==> src/rtl/wash_pkg.sv <==
// Shared definitions for the washing-machine front panel: panel-state encoding and
// default timing constants.
package wash_pkg;

  localparam int unsigned DefDebounceCycles = 4;
  localparam int unsigned DefLockDelay      = 3;
  localparam int unsigned DefTempW          = 8;
  localparam int unsigned DefTempHyst       = 2;

  typedef enum logic [1:0] {
    StIdle    = 2'b00,
    StLocking = 2'b01,
    StRunning = 2'b10,
    StRelease = 2'b11
  } panel_state_e;

endpackage

==> src/rtl/wash_debounce.sv <==
// Single-input debouncer: db follows raw once raw has differed from it for DEBOUNCE_CYCLES
// consecutive cycles; rise pulses for one cycle when db goes 0->1.
module wash_debounce
  import wash_pkg::*;
#(
  parameter int unsigned DEBOUNCE_CYCLES = DefDebounceCycles
) (
  input  logic timer,
  input  logic reset,
  input  logic raw,
  output logic db,
  output logic rise
);

  localparam int unsigned CntW = $clog2(DEBOUNCE_CYCLES);
  localparam logic [CntW-1:0] CntLast = CntW'(DEBOUNCE_CYCLES - 1);

  logic [CntW-1:0] cnt_q, cnt_d;
  logic            db_q, db_d;
  logic            rise_q, rise_d;

  always_comb begin
    cnt_d  = '0;
    db_d   = db_q;
    rise_d = 1'b0;
    if (raw != db_q) begin
      if (cnt_q == CntLast) begin
        db_d   = raw;
        rise_d = raw;
      end else begin
        cnt_d = cnt_q + 1'b1;
      end
    end
  end

  always_ff @(posedge timer or negedge reset) begin
    if (!reset) begin
      cnt_q  <= '0;
      db_q   <= 1'b0;
      rise_q <= 1'b0;
    end else begin
      cnt_q  <= cnt_d;
      db_q   <= db_d;
      rise_q <= rise_d;
    end
  end

  assign db   = db_q;
  assign rise = rise_q;

endmodule

==> src/rtl/wash_panel_ctrl.sv <==
// Front-panel debounce and door-interlock FSM feeding the wash sequencer.
// Optional build macro WASH_CHILD_LOCK_EN adds a child_lock input that masks start/cancel.
module wash_panel_ctrl
  import wash_pkg::*;
#(
  parameter int unsigned DEBOUNCE_CYCLES = DefDebounceCycles,
  parameter int unsigned LOCK_DELAY      = DefLockDelay,
  parameter int unsigned TEMP_W          = DefTempW,
  parameter int unsigned TEMP_HYST       = DefTempHyst
) (
  input  logic              timer,
  input  logic              reset,
`ifdef WASH_CHILD_LOCK_EN
  input  logic              child_lock,
`endif
  input  logic              door_sw,
  input  logic              start_raw,
  input  logic              cancel_raw,
  input  logic              quiet_raw,
  input  logic [TEMP_W-1:0] temp_set,
  input  logic [TEMP_W-1:0] temp_meas,
  input  logic              unload,
  output logic              closeDoor,
  output logic              StartButton,
  output logic              tmpOk,
  output logic              quiet,
  output logic              lock_cmd,
  output logic [1:0]        panel_state
);

  localparam int unsigned LockCntW = (LOCK_DELAY > 1) ? $clog2(LOCK_DELAY) : 1;
  localparam logic [LockCntW-1:0] LockLast = LockCntW'(LOCK_DELAY - 1);

  logic door_db, door_rise_unused;
  logic start_db_unused, cancel_db_unused, quiet_db_unused;
  logic start_evt, cancel_evt, quiet_evt;
  logic start_ok, cancel_ok;

  wash_debounce #(.DEBOUNCE_CYCLES(DEBOUNCE_CYCLES)) u_db_door (
    .timer (timer),
    .reset (reset),
    .raw   (door_sw),
    .db    (door_db),
    .rise  (door_rise_unused)
  );

  wash_debounce #(.DEBOUNCE_CYCLES(DEBOUNCE_CYCLES)) u_db_start (
    .timer (timer),
    .reset (reset),
    .raw   (start_raw),
    .db    (start_db_unused),
    .rise  (start_evt)
  );

  wash_debounce #(.DEBOUNCE_CYCLES(DEBOUNCE_CYCLES)) u_db_cancel (
    .timer (timer),
    .reset (reset),
    .raw   (cancel_raw),
    .db    (cancel_db_unused),
    .rise  (cancel_evt)
  );

  wash_debounce #(.DEBOUNCE_CYCLES(DEBOUNCE_CYCLES)) u_db_quiet (
    .timer (timer),
    .reset (reset),
    .raw   (quiet_raw),
    .db    (quiet_db_unused),
    .rise  (quiet_evt)
  );

`ifdef WASH_CHILD_LOCK_EN
  assign start_ok  = start_evt & ~child_lock;
  assign cancel_ok = cancel_evt & ~child_lock;
`else
  assign start_ok  = start_evt;
  assign cancel_ok = cancel_evt;
`endif

  panel_state_e        state_q, state_d;
  logic [LockCntW-1:0] cnt_q, cnt_d;
  logic                tmp_ok_q, tmp_ok_d;
  logic                quiet_q, quiet_d;

  // LOCKING and RELEASE share the solenoid timer; it restarts from 0 on each entry.
  always_comb begin
    state_d = state_q;
    cnt_d   = cnt_q;
    unique case (state_q)
      StIdle: begin
        if (start_ok && door_db) begin
          state_d = StLocking;
          cnt_d   = '0;
        end
      end
      StLocking: begin
        if (!door_db) begin
          state_d = StIdle;
        end else if (cnt_q == LockLast) begin
          state_d = StRunning;
        end else begin
          cnt_d = cnt_q + 1'b1;
        end
      end
      StRunning: begin
        if (unload || cancel_ok) begin
          state_d = StRelease;
          cnt_d   = '0;
        end
      end
      StRelease: begin
        if (cnt_q == LockLast) begin
          state_d = StIdle;
        end else begin
          cnt_d = cnt_q + 1'b1;
        end
      end
      default: state_d = StIdle;
    endcase
  end

  // Widened by one bit so temp_set - TEMP_HYST cannot wrap.
  logic [TEMP_W:0] set_ext, meas_ext, hyst_ext;
  logic            temp_hi, temp_lo;

  assign set_ext  = {1'b0, temp_set};
  assign meas_ext = {1'b0, temp_meas};
  assign hyst_ext = (TEMP_W + 1)'(TEMP_HYST);
  assign temp_hi  = meas_ext >= set_ext;
  assign temp_lo  = (set_ext >= hyst_ext) && (meas_ext < (set_ext - hyst_ext));

  always_comb begin
    tmp_ok_d = 1'b0;
    if (state_d == StRunning) begin
      if (temp_hi) begin
        tmp_ok_d = 1'b1;
      end else if (temp_lo) begin
        tmp_ok_d = 1'b0;
      end else begin
        tmp_ok_d = tmp_ok_q;
      end
    end
  end

  assign quiet_d = quiet_q ^ quiet_evt;

  always_ff @(posedge timer or negedge reset) begin
    if (!reset) begin
      state_q  <= StIdle;
      cnt_q    <= '0;
      tmp_ok_q <= 1'b0;
      quiet_q  <= 1'b0;
    end else begin
      state_q  <= state_d;
      cnt_q    <= cnt_d;
      tmp_ok_q <= tmp_ok_d;
      quiet_q  <= quiet_d;
    end
  end

  // All terms are flop outputs, so reset clears them without waiting for a clock edge.
  assign lock_cmd    = (state_q != StIdle);
  assign StartButton = (state_q == StRunning);
  assign closeDoor   = door_db | lock_cmd;
  assign tmpOk       = tmp_ok_q;
  assign quiet       = quiet_q;
  assign panel_state = state_q;

endmodule

==> config.mk <==
export PLATFORM = sky130hd
export DESIGN_NAME = wash_panel_ctrl
export DESIGN_NICKNAME = d
export VERILOG_FILES = /design/src/rtl/wash_pkg.sv /design/src/rtl/wash_debounce.sv /design/src/rtl/wash_panel_ctrl.sv
export SDC_FILE = /design/constraint.sdc
export NUM_CORES = 1
export LEC_CHECK = 0
export CORE_MARGIN = 2
export CORE_UTILIZATION = 50
export CTS_CLUSTER_DIAMETER = 80
export DETAILED_ROUTE_END_ITERATION = 16
export DONT_BUFFER_PORTS = 1
export GPL_ROUTABILITY_DRIVEN = 0
export PLACE_DENSITY = 0.73
export SYNTH_ARGS = -nofsm -noshare
export SYNTH_HDL_FRONTEND = slang
export SYNTH_SLANG_ARGS = --single-unit
export TNS_END_PERCENT = 5
==> constraint.sdc <==
create_clock -name timer -period 4.2 [get_ports timer]
set_clock_uncertainty 0.05 [all_clocks]
set_input_delay 0.42 -clock timer [delete_from_list [all_inputs] [get_ports timer]]
set_output_delay 0.42 -clock timer [all_outputs]
set_load 0.01 [all_outputs]
==> run_results.csv, run 1 <==
group,metric,value,unit
power_and_ir_drop,combPwrFrac,29.3,%
power_and_ir_drop,ir_drop,0.495,mV
clock_network,path_clk_slew,130,ps
worst_setup_path,endpoint_kind,"flop",
yosys,synth_edf_count,0,
yosys,synth_fa_ha_area_share,19.7,%
cells_and_area,drive_above_1_share,11.4,%
sta,final.setup.tns,0,ps
worst_setup_path,start_kind,"input port",
place,port-buffer-count,0,
yosys,synth_compound_area_share,11.2,%
clock_network,clk_path_buf_depth,2,
clock_network,cts_root_buf,"clkbuf_4",
min_path,hp-start,"cancel_raw",
sta,setup_viol,0,
power_and_ir_drop,p_int,393,µW
worst_setup_path,cp_max_fo,4,
power_and_ir_drop,power_frac_clock,17.8,%
yosys,synthTopCellsByArea,"dfrtp_1, ha_1, xnor2_1, inv_1, nor2b_1",
sta,timing.final.crit_period,1950,ps
worst_setup_path,path_delay_family,"compound AO/OA/AOI/OAI gates",
worst_setup_path,rrSetupSlack,2490,ps
route,num_vias,904,
die,num_rows,18,
clock_network,tritoncts,"built",
yosys,synth_top_family_by_area,"adder cells",
yosys,synth.cell_area,1340,µm²
worst_setup_path,path_cells,"nor3_1 -> nand3_1 -> xnor2_1 -> ha_1 -> a2111oi_0 -> o21ai_0 -> a21oi_1 -> a211oi_1",
power_and_ir_drop,p_sw_share,33.1,%
yosys,synth_cells,127,
route,drc,0,
status,status,"finished, final reports clean",
sta,tightest_slew,890,ps
die,start_util,53.4,%
min_path,hold_depth,2,
sta,rsz0062_at_grt,"false",
min_path,holdPathEnd,"u_db_cancel.rise",
global_route,grt_usage,15.9,%
route,wl_per_cell,13.8,µm
worst_setup_path,r2r_end,"cnt_q[1]",
worst_setup_path,reg2reg_depth,5,
yosys,synth_area_per_cell,10.5,µm²
min_path,hold_path_class,"input port to flop",
worst_setup_path,r2r-start,"panel_state[1]",
yosys,synth_simple_gate_area_share,16.2,%
cells_and_area,final_area,1410,µm²
power_and_ir_drop,seq_power_share,52.9,%
cells_and_area,layout_common_cells,"ha_1, dfrtp_1, inv_1",
worst_setup_path,crit_required,4360,ps
die,pin_count,30,
clock_network,htree_levels,1,
flow_run,cap_violations,0,
sta,fmax,0.513,GHz
yosys,async_reset_ff_share,100,%
sta,slew_viol_final,0,
route,wl,2.24,mm
route,drt-pass1-iter-count,5,
cells_and_area,final_util,56.5,%
yosys,synth_top_area_cell,"dfrtp_1",
place,place_area,1370,µm²
yosys,synth_xor_area_share,6.56,%
cells_and_area,area_delta_synth_final,5.81,%
clock_network,clk_latency,320,ps
power_and_ir_drop,powerDensity,416,nW/µm²
die,core_area,2500,µm²
global_route,grt_antenna_before_repair,0,
die,dieArea,3100,µm²
clock_network,cts_buffers,3,
route,drtIter0Drc,20,
worst_setup_path,crit_path_max_incr_delay,360,ps
cells_and_area,regArea,526,µm²
yosys,muxShareOfSynthArea,3.56,%
yosys,synth-seq-cells,21,
yosys,synth_nets,171,
worst_setup_path,cp.buffers_inverters,0,
route,viasPerCell,5.58,
yosys,yosysTopAreaCellShare,39.4,%
sta,timing.slew.headroom,40.5,%
sta,finalHoldViolations,0,
worst_setup_path,critical_path_class,"input port to flop",
die,chipHeight,55.7,µm
cells_and_area,fill_cells,216,
yosys,yosysWarningCount,0,
global_route,grt_pass1_wl,3.87,mm
cells_and_area,nets,177,
power_and_ir_drop,power,587,µW
yosys,ys.flop_type,"dfrtp_1",
power_and_ir_drop,power_switching,195,µW
global_route,grt_pass1_vias,911,
place,dp_hpwl,1.86,mm
route,ant_nets,0,
worst_setup_path,cp_slowest_cell,"a2111oi_0",
sta,finalCritPeriodShare,46.4,%
cells_and_area,multi_input_area,764,µm²
clock_network,cts_setup_buffers,0,
power_and_ir_drop,p_leak,0.711,nW
yosys,ys_seq_area_share,39.4,%
die,die_x,55.7,µm
global_route,grt_max_degree,22,
worst_setup_path,arrival,2110,ps
clock_network,cts.sinks,21,
global_route,grt-ovfl-total,0,
cells_and_area,antenna_cells,0,
yosys,synth_cell_types,37,
[metal layers]
metal,global-route usage [%],vias up,routed length (µm)
li1,-,456,-
met1,19.5,423,1000
met5,0,-,0
met2,26.4,23,1090
met3,6.28,2,136
met4,3.48,0,14
[power groups by stage]
stage	Sequential [mW]	Clock, mW	Combinational (mW)
global placement	0.311	0	0.156
finish	0.310	0.105	0.172
CTS	0.312	0.106	0.175
detailed placement	0.316	0	0.168
floorplan	0.304	0	0.141
global route	0.319	0.117	0.204
[registers in the layout, summed over array words and instances, names as in the netlist, 2 cells and up]
register and cells:
cnt_q 2, panel_state 2, u_db_quiet.cnt_q 2, u_db_door.cnt_q 2
u_db_start.cnt_q 2, u_db_cancel.cnt_q 2
[cell usage after synthesis (3+ instances only)]
master	count
a21oi_1	4
dfrtp_1	21
ha_1	21
inv_1	12
nand2_1	5
nor2_1	6
nor2b_1	4
nor3_1	5
o21a_1	3
o21ai_0	5
xnor2_1	8
[worst max-delay path by stage]
stage | slack (ps) | to | depth (start not counted) | startpoint
3_5_place_dp | 1910 | tmpOk | 8 | temp_set[1]
6_report | 2250 | tmpOk | 8 | temp_set[1]
5_1_grt | 2140 | tmpOk | 8 | temp_set[1]
2_1_floorplan | 2120 | tmpOk | 8 | temp_set[1]
3_3_place_gp | 2000 | tmpOk | 8 | temp_set[1]
4_1_cts | 2270 | tmpOk | 8 | temp_set[1]
[per-stage QoR]
stage                     worst slack (ps)  std cells  hold slack, ps
after CTS                             2270        162             163
after detailed placement              1910        157            74.8
after global routing                  2140        162             162
final                                 2250        162             167
after floorplan                       2120        127            74.4
after global placement                2000        157            74.9
[cell type report]
cell class	count	area share (%)
Multi-Input combinational cell	94	54.1
Sequential cell	21	37.2
Inverter	12	3.19
Tap cell	30	2.66
Clock buffer	3	1.59
Timing Repair Buffer	1	0.709
Clock inverter	1	0.531
[kinds of logic after synthesis]
| group | after synthesis |
|---|---|
| buf+inv | 12 |
| fa+ha+maj | 21 |
| mux | 4 |
| simple gates | 37 |
| compound gates | 22 |
| flops | 21 |
| xor+xnor | 10 |
[repair_timing]
| item | 4_1_cts | 5_1_grt |
|---|---|---|
| endpoints found under the hold margin | 21 | 0 |
| gates resized for setup | 0 | 0 |
| setup endpoints to repair | 0 | 0 |
| hold buffers | 1 | 0 |
No activity file was read; power rests on OpenSTA's default activity.
==> inputs of run 2 (changes only) <==
--- a/config.mk
+++ b/config.mk
@@ -11,7 +11,7 @@
 export DETAILED_ROUTE_END_ITERATION = 16
 export DONT_BUFFER_PORTS = 1
 export GPL_ROUTABILITY_DRIVEN = 0
-export PLACE_DENSITY = 0.73
+export PLACE_DENSITY = 0.76
 export SYNTH_ARGS = -nofsm -noshare
 export SYNTH_HDL_FRONTEND = slang
 export SYNTH_SLANG_ARGS = --single-unit
==> constraint.sdc (replaced) <==
create_clock -name timer -period 1.6 [get_ports timer]
set_clock_uncertainty 0.05 [all_clocks]
set_input_delay 0.16 -clock timer [delete_from_list [all_inputs] [get_ports timer]]
set_output_delay 0.16 -clock timer [all_outputs]
set_load 0.01 [all_outputs]
==> run 2 against run 1 <==
Final area is 11% higher. Cell count is 8.0% higher. Routed wire length up 7.0%. Sequential share of layout area fell by 3.5 points. Die area unchanged. Global-route usage rose by 1.5 points. Sequential power increased to 2.6 times the previous value. Via count rose by 6.4%. Setup slack worse by 2200 ps. Largest cell class unchanged.
==> run_results.csv, run 2 (synthesis results as in run 1) <==
group,metric,value,unit
power_and_ir_drop,seq_power_share,52.4,%
power_and_ir_drop,p_sw_share,31.4,%
die,pin_count,30,
worst_setup_path,r2r_end,"cnt_q[1]",
power_and_ir_drop,combPwrFrac,31.5,%
clock_network,clk_path_buf_depth,2,
worst_setup_path,arrival,1640,ps
sta,fmax,0.667,GHz
global_route,grt_usage,17.4,%
die,core_area,2500,µm²
sta,rsz0062_at_grt,"false",
power_and_ir_drop,p_int,1.07,mW
sta,timing.slew.headroom,39.8,%
clock_network,path_clk_slew,110,ps
global_route,grt_max_degree,22,
clock_network,cts_buffers,3,
place,port-buffer-count,0,
route,drt-pass1-iter-count,3,
route,num_vias,962,
worst_setup_path,reg2reg_depth,5,
cells_and_area,multi_input_area,808,µm²
min_path,hp-start,"unload",
sta,holdWs,6.85,ps
power_and_ir_drop,p_leak,0.780,nW
die,die_x,55.7,µm
power_and_ir_drop,powerDensity,996,nW/µm²
worst_setup_path,rrSetupSlack,130,ps
route,drc,0,
cells_and_area,fin_cells,175,
die,dieArea,3100,µm²
worst_setup_path,cp_max_fo,4,
status,status,"finished, final reports clean",
min_path,holdPathEnd,"tmpOk",
cells_and_area,fill_cells,205,
route,ant_nets,0,
die,start_util,53.4,%
cells_and_area,area_delta_synth_final,17.2,%
sta,setup_viol,0,
cells_and_area,drive_above_1_share,20.7,%
route,drtIter0Drc,8,
sta,finalCritPeriodShare,93.8,%
worst_setup_path,crit_path_max_incr_delay,330,ps
power_and_ir_drop,power_switching,489,µW
worst_setup_path,start_kind,"input port",
min_path,hold_depth,3,
power_and_ir_drop,power_frac_clock,16.1,%
sta,tightest_slew,900,ps
place,dp.cells,165,
flow_run,cap_violations,0,
place,dp_hpwl,1.95,mm
sta,finalHoldViolations,0,
power_and_ir_drop,ir_drop,0.913,mV
worst_setup_path,cp_slowest_cell,"a2111oi_2",
global_route,grt_pass1_vias,1036,
die,chipHeight,55.7,µm
worst_setup_path,path_delay_family,"compound AO/OA/AOI/OAI gates",
worst_setup_path,r2r-start,"panel_state[0]",
clock_network,htree_levels,1,
clock_network,clk_latency,300,ps
sta,timing.final.crit_period,1500,ps
worst_setup_path,cp.buffers_inverters,0,
clock_network,cts_root_buf,"clkbuf_4",
clock_network,cts.sinks,21,
cells_and_area,nets,190,
route,wl,2.40,mm
cells_and_area,antenna_cells,0,
sta,final.setup.tns,0,ps
cells_and_area,layout_common_cells,"ha_1, dfrtp_1, inv_1",
clock_network,tritoncts,"built",
global_route,grt_antenna_before_repair,0,
min_path,hold_path_class,"input port to flop",
cells_and_area,regArea,527,µm²
global_route,grt-ovfl-total,0,
route,viasPerCell,5.50,
die,num_rows,18,
global_route,grt_pass1_wl,4.33,mm
worst_setup_path,endpoint_kind,"flop",
worst_setup_path,critical_path_class,"input port to flop",
worst_setup_path,crit_required,1740,ps
worst_setup_path,path_cells,"nor3_4 -> nand3_1 -> xnor2_1 -> ha_1 -> a2111oi_2 -> o21ai_1 -> a21oi_1 -> a211oi_1",
sta,slew_viol_final,0,
route,wl_per_cell,13.7,µm
[run 2: cell types whose count changed in the layout (fill, tap and decap cells not counted), sizes merged]
| cell | delta |
|---|---|
| buf | +8 |
| dlygate4sd3 | +5 |
| clkbuf | +1 |
| clkinvlp | -1 |
[run 2: worst max path at each step]
stage	start	end	slack, ps	cells after the start
global route	panel_state[0]	cnt_q[1]	10	5
floorplan	temp_set[1]	tmpOk	-90	8
detailed placement	temp_set[1]	tmpOk	-340	8
global placement	temp_set[1]	tmpOk	-300	8
finish	temp_set[1]	tmpOk	100	8
CTS	temp_set[1]	tmpOk	50	8
[run 2: power by group through the flow]
stage,Sequential (mW),Combinational (mW),Clock [mW]
6_report,0.816,0.491,0.250
5_1_grt,0.838,0.574,0.286
4_1_cts,0.817,0.495,0.258
3_5_place_dp,0.825,0.464,0
3_3_place_gp,0.814,0.429,0
2_1_floorplan,0.797,0.377,0
[run 2: per-stage QoR]
| step | instance area, µm² | power [mW] | setup slack, ps | util (%) |
|---|---|---|---|---|
| finish | 1560 | 1.56 | 99.8 | 62.6 |
| global route | 1560 | 1.70 | 13.4 | 62.6 |
| CTS | 1550 | 1.57 | 52.3 | 62.0 |
| detailed placement | 1470 | 1.29 | -335 | 58.7 |
| global placement | 1470 | 1.24 | -302 | 58.7 |
| floorplan | 1370 | 1.17 | -87.6 | - |
[run 2: cell type report]
cell class                      instances  share of cell area (%)
Clock buffer                            4                    1.68
Multi-Input combinational cell         94                    51.7
Sequential cell                        21                    33.7
Inverter                               12                    2.88
Tap cell                               30                    2.40
Timing Repair Buffer                   14                    7.68
[run 2: what timing repair did]
action / in CTS / in global routing
pin swaps: 0 / 0
buffers inserted: 0 / 0
hold buffers: 5 / 1
endpoints found under the setup margin: 2 / 1
resized for setup: 3 / 1
hold endpoints to repair: 31 / 2
[run 2: worst min-delay path, cell delays in order]
cell	delay [ps]
nor3b_2	30
nor2_1	90
a211oi_1	50
[run 2: per-layer routing]
layer,vias up,wire [µm],track usage (%)
met5,-,0,0
met4,0,10,3.14
met3,2,116,5.58
met2,20,1180,29.9
met1,456,1090,21.5
li1,484,-,-
